[config.mk]
export PLATFORM = sky130hd
export DESIGN_NAME = complex_mul
export DESIGN_NICKNAME = d
export VERILOG_FILES = /design/src/rtl/complex_mul_pkg.sv /design/src/rtl/complex_mul_pp.sv /design/src/rtl/complex_mul.sv
export SDC_FILE = /design/constraint.sdc
export NUM_CORES = 1
export LEC_CHECK = 0
export CORE_MARGIN = 2
export CORE_UTILIZATION = 40
export DETAILED_ROUTE_END_ITERATION = 16
export DONT_BUFFER_PORTS = 1
export GPL_ROUTABILITY_DRIVEN = 0
export PLACE_DENSITY_LB_ADDON = 0.3
export SLEW_MARGIN = 20
export SYNTH_ARGS = -nofsm -noshare
export SYNTH_HDL_FRONTEND = slang
export SYNTH_HIERARCHICAL = 1
export SYNTH_SLANG_ARGS = --single-unit
[constraint.sdc]
create_clock -name clk -period 4.93 [get_ports clk]
set_clock_uncertainty 0.05 [all_clocks]
set_input_delay 0.7395 -clock clk [delete_from_list [all_inputs] [get_ports clk]]
set_output_delay 0.7395 -clock clk [all_outputs]
set_load 0.005 [all_outputs]
[src/rtl/complex_mul_pkg.sv]
// rtl/complex_mul_pkg.sv - shared constants and result-fitting helper for complex_mul
//
// Purpose: default component width, packed field positions for the default
// width, and the function that reduces a widened sum/difference to 2W bits
// (wrap or saturate). Build option COMPLEX_MUL_SAT_EN is consumed by the top.
// Ports: none (package).

package complex_mul_pkg;

  // Default width of each real/imaginary component.
  localparam int W_DEFAULT = 8;

  // Field positions inside a 2W operand at the default width.
  localparam int RE_HI = 2*W_DEFAULT - 1;
  localparam int RE_LO = W_DEFAULT;
  localparam int IM_HI = W_DEFAULT - 1;
  localparam int IM_LO = 0;

  // Reduce a sign-extended value to out_w bits. With sat set the value is
  // clamped to the signed out_w range; otherwise it is returned unchanged and
  // the caller's narrowing cast performs the two's-complement wrap.
  function automatic logic signed [63:0] fit_2w(input logic signed [63:0] val,
                                                input int unsigned        out_w,
                                                input logic               sat);
    logic signed [63:0] max_v;
    logic signed [63:0] min_v;
    max_v = (64'sd1 <<< (out_w - 1)) - 64'sd1;
    min_v = -max_v - 64'sd1;
    if (sat && (val > max_v)) begin
      return max_v;
    end
    if (sat && (val < min_v)) begin
      return min_v;
    end
    return val;
  endfunction

endpackage

[src/rtl/complex_mul_pp.sv]
// rtl/complex_mul_pp.sv - stage 1: forms and registers the four signed partial products
//
// Purpose: splits c1 = {a, b} and c2 = {c, d} and registers a*c, b*d, a*d,
// b*c as 2W-bit signed values. The registers load every cycle; validity is
// tracked by the top.
// Ports:
//   clk      rising-edge clock
//   rst_n    synchronous active-low reset, clears all partial products
//   c1_i     operand A {real a, imag b}
//   c2_i     operand B {real c, imag d}
//   ac_o     registered a*c
//   bd_o     registered b*d
//   ad_o     registered a*d
//   bc_o     registered b*c

module complex_mul_pp
  import complex_mul_pkg::*;
#(
  parameter int W = W_DEFAULT
) (
  input  logic                  clk,
  input  logic                  rst_n,
  input  logic [2*W-1:0]        c1_i,
  input  logic [2*W-1:0]        c2_i,
  output logic signed [2*W-1:0] ac_o,
  output logic signed [2*W-1:0] bd_o,
  output logic signed [2*W-1:0] ad_o,
  output logic signed [2*W-1:0] bc_o
);

  logic signed [W-1:0] a;
  logic signed [W-1:0] b;
  logic signed [W-1:0] c;
  logic signed [W-1:0] d;

  assign a = c1_i[2*W-1:W];
  assign b = c1_i[W-1:0];
  assign c = c2_i[2*W-1:W];
  assign d = c2_i[W-1:0];

  logic signed [2*W-1:0] ac_d, bd_d, ad_d, bc_d;
  logic signed [2*W-1:0] ac_q, bd_q, ad_q, bc_q;

  // Operands are signed, so they are sign-extended to the 2W result width
  // before multiplying; a W x W signed product always fits in 2W bits.
  always_comb begin
    ac_d = a * c;
    bd_d = b * d;
    ad_d = a * d;
    bc_d = b * c;
  end

  always_ff @(posedge clk) begin
    if (!rst_n) begin
      ac_q <= '0;
      bd_q <= '0;
      ad_q <= '0;
      bc_q <= '0;
    end else begin
      ac_q <= ac_d;
      bd_q <= bd_d;
      ad_q <= ad_d;
      bc_q <= bc_d;
    end
  end

  assign ac_o = ac_q;
  assign bd_o = bd_q;
  assign ad_o = ad_q;
  assign bc_o = bc_q;

endmodule

[src/rtl/complex_mul.sv]
// rtl/complex_mul.sv - two-stage pipelined signed complex multiplier
//
// Purpose: product = c1 * c2 with c1 = a + jb, c2 = c + jd.
//   real = a*c - b*d, imag = a*d + b*c, each reported in 2W bits.
// Latency 2 cycles, one result per cycle, no backpressure.
// Build option: COMPLEX_MUL_SAT_EN saturates each 2W-bit result instead of
// wrapping; ports are identical either way.
// Ports:
//   clk        rising-edge clock
//   rst_n      synchronous active-low reset, flushes the pipeline
//   in_valid   c1/c2 valid this cycle
//   c1         operand A {real a, imag b}, signed fields
//   c2         operand B {real c, imag d}, signed fields
//   out_valid  product valid (in_valid delayed by 2)
//   product    {real, imag}, signed 2W-bit fields

module complex_mul
  import complex_mul_pkg::*;
#(
  parameter int W = W_DEFAULT
) (
  input  logic           clk,
  input  logic           rst_n,
  input  logic           in_valid,
  input  logic [2*W-1:0] c1,
  input  logic [2*W-1:0] c2,
  output logic           out_valid,
  output logic [4*W-1:0] product
);

`ifdef COMPLEX_MUL_SAT_EN
  localparam logic SAT_EN = 1'b1;
`else
  localparam logic SAT_EN = 1'b0;
`endif

  // Stage 1: partial products and valid.
  logic signed [2*W-1:0] ac, bd, ad, bc;
  logic                  vld1_q;

  complex_mul_pp #(
    .W (W)
  ) u_pp (
    .clk   (clk),
    .rst_n (rst_n),
    .c1_i  (c1),
    .c2_i  (c2),
    .ac_o  (ac),
    .bd_o  (bd),
    .ad_o  (ad),
    .bc_o  (bc)
  );

  always_ff @(posedge clk) begin
    if (!rst_n) begin
      vld1_q <= 1'b0;
    end else begin
      vld1_q <= in_valid;
    end
  end

  // Stage 2: combine at 2W+1 bits so the sum/difference is exact, then fit
  // back into 2W bits. Only the imag sum can exceed 2W bits, and only when
  // all four components are the most negative value.
  logic signed [2*W:0]   re_full;
  logic signed [2*W:0]   im_full;
  logic        [2*W-1:0] re_d, im_d;
  logic        [2*W-1:0] re_q, im_q;
  logic                  vld2_q;

  always_comb begin
    re_full = $signed({ac[2*W-1], ac}) - $signed({bd[2*W-1], bd});
    im_full = $signed({ad[2*W-1], ad}) + $signed({bc[2*W-1], bc});
    re_d    = (2*W)'(fit_2w(64'(re_full), 2*W, SAT_EN));
    im_d    = (2*W)'(fit_2w(64'(im_full), 2*W, SAT_EN));
  end

  always_ff @(posedge clk) begin
    if (!rst_n) begin
      re_q   <= '0;
      im_q   <= '0;
      vld2_q <= 1'b0;
    end else begin
      re_q   <= re_d;
      im_q   <= im_d;
      vld2_q <= vld1_q;
    end
  end

  assign out_valid = vld2_q;
  assign product   = {re_q, im_q};

endmodule

==> results.json, run 1 <==
{
  "slew_viol_final": 0,
  "cts_buffers": 9,
  "firstDrtPassIters": 5,
  "critPathCaptureType": "flip-flop",
  "viasPerCell": 4.84,
  "finalSetupViolCount": 0,
  "rows": 68,
  "hold_ws_ns": 0.385,
  "finalPower_mw": 7.74,
  "required_ns": 5.10,
  "yosysTopAreaCellShare_pct": 31.9,
  "fin_tns_setup_ns": 0,
  "placed_cells": 1972,
  "critPathLaunchType": "primary input",
  "slew_headroom_pct": 51.0,
  "synth_edf_count": 0,
  "status": "finished clean",
  "grt_pass1_vias": 10000,
  "remaining_drc_errors": 0,
  "yosys.area.top_type": "fa_1",
  "wl_per_cell_um": 15.9,
  "post-cts-setup-buffers": 0,
  "ys_warn_count": 6,
  "dpl_cell_area_mm2": 0.0144,
  "area_delta_synth_final_pct": 5.57,
  "vias": 9621,
  "gr-total-overflow": 0,
  "drt_iter0_drc": 648,
  "drv_cap": 0,
  "synthArstFlopShare_pct": 0,
  "setup.worst_path.start": "c1[15]",
  "ys_ff_latch": 98,
  "antenna_left": 0,
  "clkTransAtPathRegs_ns": 0.06,
  "rsz0062_at_grt": "false",
  "io_buffers": 0,
  "htreeDepth": 3,
  "fillers": 3416,
  "fmax_ghz": 0.228,
  "crit_type": "in2reg",
  "coreArea_mm2": 0.0345,
  "clkLatencyLatePin_ns": 0.34,
  "final_layout_size_suffix_gt1_share_pct": 2.41,
  "ios": 68,
  "syn_inst": 1558,
  "start_util_pct": 40.5,
  "cp_max_fo": 16,
  "synthFlopType": "dfxtp_1",
  "seq_area_frac_synth_pct": 14.1,
  "final_core_util_pct": 42.7,
  "synth_area_leaders": "fa_1 (32%), dfxtp_1 (14%), ha_1 (13%), inv_1 (9.1%), and2_1 (8.4%)",
  "regToRegStartpoint": "u_pp/ac_o[0]",
  "die_y_um": 191,
  "antenna_found_initial": 0,
  "tightest_slew_ns": 0.734,
  "hold_path_startpoint": "vld1_q",
  "clock-sinks": 98,
  "design.die.area_mm2": 0.0364,
  "worst-endpoint-arrival_ns": 4.56,
  "vdd_drop_max_mv": 0.288,
  "synth_cell_type_count": 58,
  "syn_nets": 1961,
  "dpl.hpwl_um": 25700,
  "fin_crit_sh_pct": 89.0,
  "fin_cells": 1989,
  "leakage_nw": 7.14,
  "nets": 1931,
  "cts-root-buf": "clkbuf_16",
  "die_x_um": 191,
  "p_per_area_mw_per_mm2": 525,
  "hold_class": "reg2reg",
  "grt_max_degree": 55,
  "synthesis.area_mm2": 0.0139,
  "clockBufferDepth": 2,
  "design_area_mm2": 0.0147,
  "syn_area_per_cell_um2": 8.95,
  "dp_slack_ns": 0.221,
  "min_period_ns": 4.39,
  "grt_pass1_wl_um": 52700,
  "cts.repair.resized": 0,
  "postCtsHoldBufs": 0,
  "setup_slack_ns": 0.541,
  "detail_route.wirelength_um": 31700,
  "hold_violations": 0,
  "cts_tree": "done",
  "track_usage_pct": 18.3
}
## worst paths after layout
path / to / slack [ns] / depth (start not counted)
setup / recovery: u_pp/ad_o[15] / 0.54 / 14
hold / removal: out_valid / 0.38 / 1
setup reg to reg: re_q[12] / 2.62 / 9
hold reg to reg: out_valid / 0.38 / 1
## per-layer routing
layer | track usage (%) | vias to the layer above | part of all wire, %
met2 | 29.3 | 181 | 44
met3 | 2.13 | 17 | 4.2
met1 | 26.8 | 4722 | 51
met4 | 3.49 | 0 | 1.0
met5 | 0 | - | 0
li1 | - | 4701 | -
## sequential cells by signal (all words and copies together), names as in the netlist
| name | count |
|---|---|
| u_pp/bd_o | 16 |
| re_q | 16 |
| u_pp/ac_o | 16 |
| vld1_q | 1 |
| im_q | 16 |
| out_valid | 1 |
| u_pp/ad_o | 16 |
| u_pp/bc_o | 16 |
## synth_stat cells, drive strengths merged, types with 9 or more instances
cell      n
a211oi   15
nor2b    33
nand2   100
xor2     20
nor2     71
clkbuf   41
o21ai    44
o21a     18
dfxtp    98
fa      222
a21o     11
inv     337
and2    188
ha      146
nor3     16
nand2b   16
a21oi    48
xnor2    47
and3      9
## layout by cell type, fill, tap and decap left out, types with 3 or more instances in the layout
master	count
mux2i_1	8
a21o_1	10
xnor2_1	47
nand4_1	4
o211ai_1	5
nor4_1	3
and2_1	187
o21bai_1	8
dfxtp_1	98
nor3_1	15
nand2b_1	16
a21oi_1	47
a211oi_1	15
o31a_1	3
nor2b_1	30
o31ai_1	7
nand3_1	6
fa_1	222
mux2_2	4
nand2_1	100
a31oi_1	5
o21a_1	17
o21ai_1	3
xor2_1	20
bufinv_16	3
inv_1	337
clkbuf_16	9
o21ai_0	41
and3_1	8
nor2_1	71
ha_1	146
or3_1	4
## kinds of logic (layout without fill, tap and decap cells)
family,after synthesis,in the layout,synth area share (%)
and+or+nand+nor,458,458,17.5
DFF,98,98,14.1
adders and majority gates,368,368,45.0
xor gates and xnor gates,67,67,4.21
AOI/OAI and AO/OA,175,175,8.10
muxes,12,12,0.897
buffers and inverters,380,355,10.2
other,0,1,0
## area by class of cell
type	count	area, µm²	area share [%]
repair buffers	2	15.0	0.102
flip-flops and latches	98	1960	13.3
inverters	337	1260	8.59
clock inverters	6	113	0.765
well taps	455	569	3.87
clock buffers	10	239	1.62
diodes	1	2.50	0.0170
multi-input cells	1080	10600	71.7
## critical path, stage by stage
cell and delay, ns:
and2_1 0.14, inv_1 0.07, fa_1 0.50, fa_1 0.57
fa_1 0.43, fa_1 0.51, inv_1 0.05, ha_1 0.33
a2111oi_0 0.41, o21ai_1 0.16, a41oi_1 0.31, o21ai_1 0.12
xnor2_1 0.16, nor2_1 0.05
## report_power, final
group          internal [mW]  switching (mW)
registers               1.09           0.140
clock network          0.512           0.298
logic                   2.44            3.26
(Power assumes the default switching activity.)
==> run 2, diff against run 1 <==
Settings changed: CORE_UTILIZATION 40 to 45.
==> run 2 against run 1 <==
  * Sequential power hardly changed
  * Clock power is 15% lower
  * Register-to-register slack worse by 0.02 ns
  * Cell count is 2.9% lower
  * Core utilization is 5.0 points higher
  * Die area is 11% lower
  * Combinational power hardly changed
  * Routed wire length is 0.61% lower
  * Sequential share of layout area is 0.11 points higher
  * Via count is 0.71% higher
  * Critical path depth stayed put
  * Largest cell class unchanged
==> results.json, run 2 (same netlist as run 1, synthesis figures left out) <==
{
  "cts-root-buf": "clkbuf_16",
  "antenna_left": 0,
  "final_core_util_pct": 47.7,
  "required_ns": 5.08,
  "clkLatencyLatePin_ns": 0.34,
  "final_layout_size_suffix_gt1_share_pct": 2.48,
  "hold_ws_ns": 0.386,
  "cts_buffers": 9,
  "hold_violations": 0,
  "p_per_area_mw_per_mm2": 521,
  "critPathCaptureType": "flip-flop",
  "gr-total-overflow": 0,
  "cts.repair.resized": 0,
  "htreeDepth": 3,
  "detail_route.wirelength_um": 31500,
  "drv_cap": 0,
  "clock-sinks": 98,
  "wl_per_cell_um": 16.3,
  "final_common_cell": "inv_1",
  "postCtsHoldBufs": 0,
  "dpl.hpwl_um": 25600,
  "ios": 68,
  "finalPower_mw": 7.61,
  "firstDrtPassIters": 5,
  "fmax_ghz": 0.224,
  "die_y_um": 180,
  "slew_headroom_pct": 58.7,
  "fillers": 2957,
  "critPathLaunchType": "primary input",
  "placed_cells": 1914,
  "cp_max_fo": 16,
  "grt_pass1_vias": 10200,
  "die_x_um": 180,
  "design.die.area_mm2": 0.0324,
  "area_delta_synth_final_pct": 4.67,
  "io_buffers": 0,
  "hold_class": "reg2reg",
  "leakage_nw": 7.12,
  "antenna_found_initial": 0,
  "cts_tree": "done",
  "tightest_slew_ns": 0.619,
  "status": "finished clean",
  "fin_tns_setup_ns": 0,
  "final_cell_mix": "inv_1 (337), fa_1 (222), and2_1 (187), ha_1 (146), nand2_1 (100)",
  "viasPerCell": 5.02,
  "fin_cells": 1931,
  "remaining_drc_errors": 0,
  "rsz0062_at_grt": "false",
  "vdd_drop_max_mv": 0.218,
  "crit_type": "in2reg",
  "track_usage_pct": 20.1,
  "vias": 9689,
  "worst-endpoint-arrival_ns": 4.62,
  "rows": 64,
  "clockBufferDepth": 2,
  "fin_crit_sh_pct": 90.6,
  "min_period_ns": 4.47,
  "post-cts-setup-buffers": 0,
  "grt_max_degree": 55,
  "grt_pass1_wl_um": 52800,
  "finalSetupViolCount": 0,
  "start_util_pct": 45.6,
  "slew_viol_final": 0,
  "clkTransAtPathRegs_ns": 0.07,
  "nets": 1932,
  "coreArea_mm2": 0.0306,
  "drt_iter0_drc": 608
}
## run 2: cell count changes in the layout (fill, tap and decap cells not counted)
cell / change
clkinv_2: +3
clkbuf_8: -1
buf_4: +1
bufinv_16: -2
## run 2: worst paths after layout
| kind | start | depth (start not counted) | slack [ns] | end |
|---|---|---|---|---|
| setup reg to reg | u_pp/ac_o[0] | 9 | 2.60 | re_q[12] |
| setup / recovery | c1[15] | 14 | 0.46 | u_pp/ad_o[15] |
| hold reg to reg | vld1_q | 1 | 0.39 | out_valid |
| hold / removal | vld1_q | 1 | 0.39 | out_valid |
## run 2: power by group
group	internal, mW	total [mW]	switching, mW
Combinational	2.45	5.69	3.25
Sequential	1.09	1.22	0.132
Clock	0.392	0.689	0.297
Total	3.93	7.61	3.68
## run 2: area by class of cell
class                   count  area (µm²)  area share [%]
diodes                      1        2.50          0.0171
inverters                 337        1260            8.66
flip-flops and latches     98        1960            13.4
repair buffers              3        22.5           0.154
well taps                 396         495            3.39
multi-input cells        1080       10600            72.3
clock buffers               9         225            1.54
clock inverters             7        67.6           0.463
## run 2: worst max-delay path: stages
cell,delay [ns]
and2_1,0.14
inv_1,0.06
fa_1,0.49
fa_1,0.57
fa_1,0.43
fa_1,0.51
inv_1,0.05
ha_1,0.33
a2111oi_0,0.44
o21ai_1,0.17
a41oi_1,0.32
o21ai_1,0.13
xnor2_1,0.18
nor2_1,0.06
## run 2: per-layer routing
| metal | global-route usage (%) | share of wire [%] | up-vias |
|---|---|---|---|
| met2 | 32.5 | 45 | 224 |
| li1 | - | - | 4708 |
| met1 | 28.5 | 48 | 4735 |
| met4 | 4.35 | 1.5 | 0 |
| met3 | 3.21 | 5.2 | 22 |
| met5 | 0 | 0 | - |
## run 2: per-stage QoR
step           worst slack, ns  cell area, µm²
2_1_floorplan            0.235           13900
3_3_place_gp             0.268           14300
3_5_place_dp             0.151           14300
4_1_cts                  0.500           14600
5_1_grt                  0.190           14600
6_report                 0.462           14600
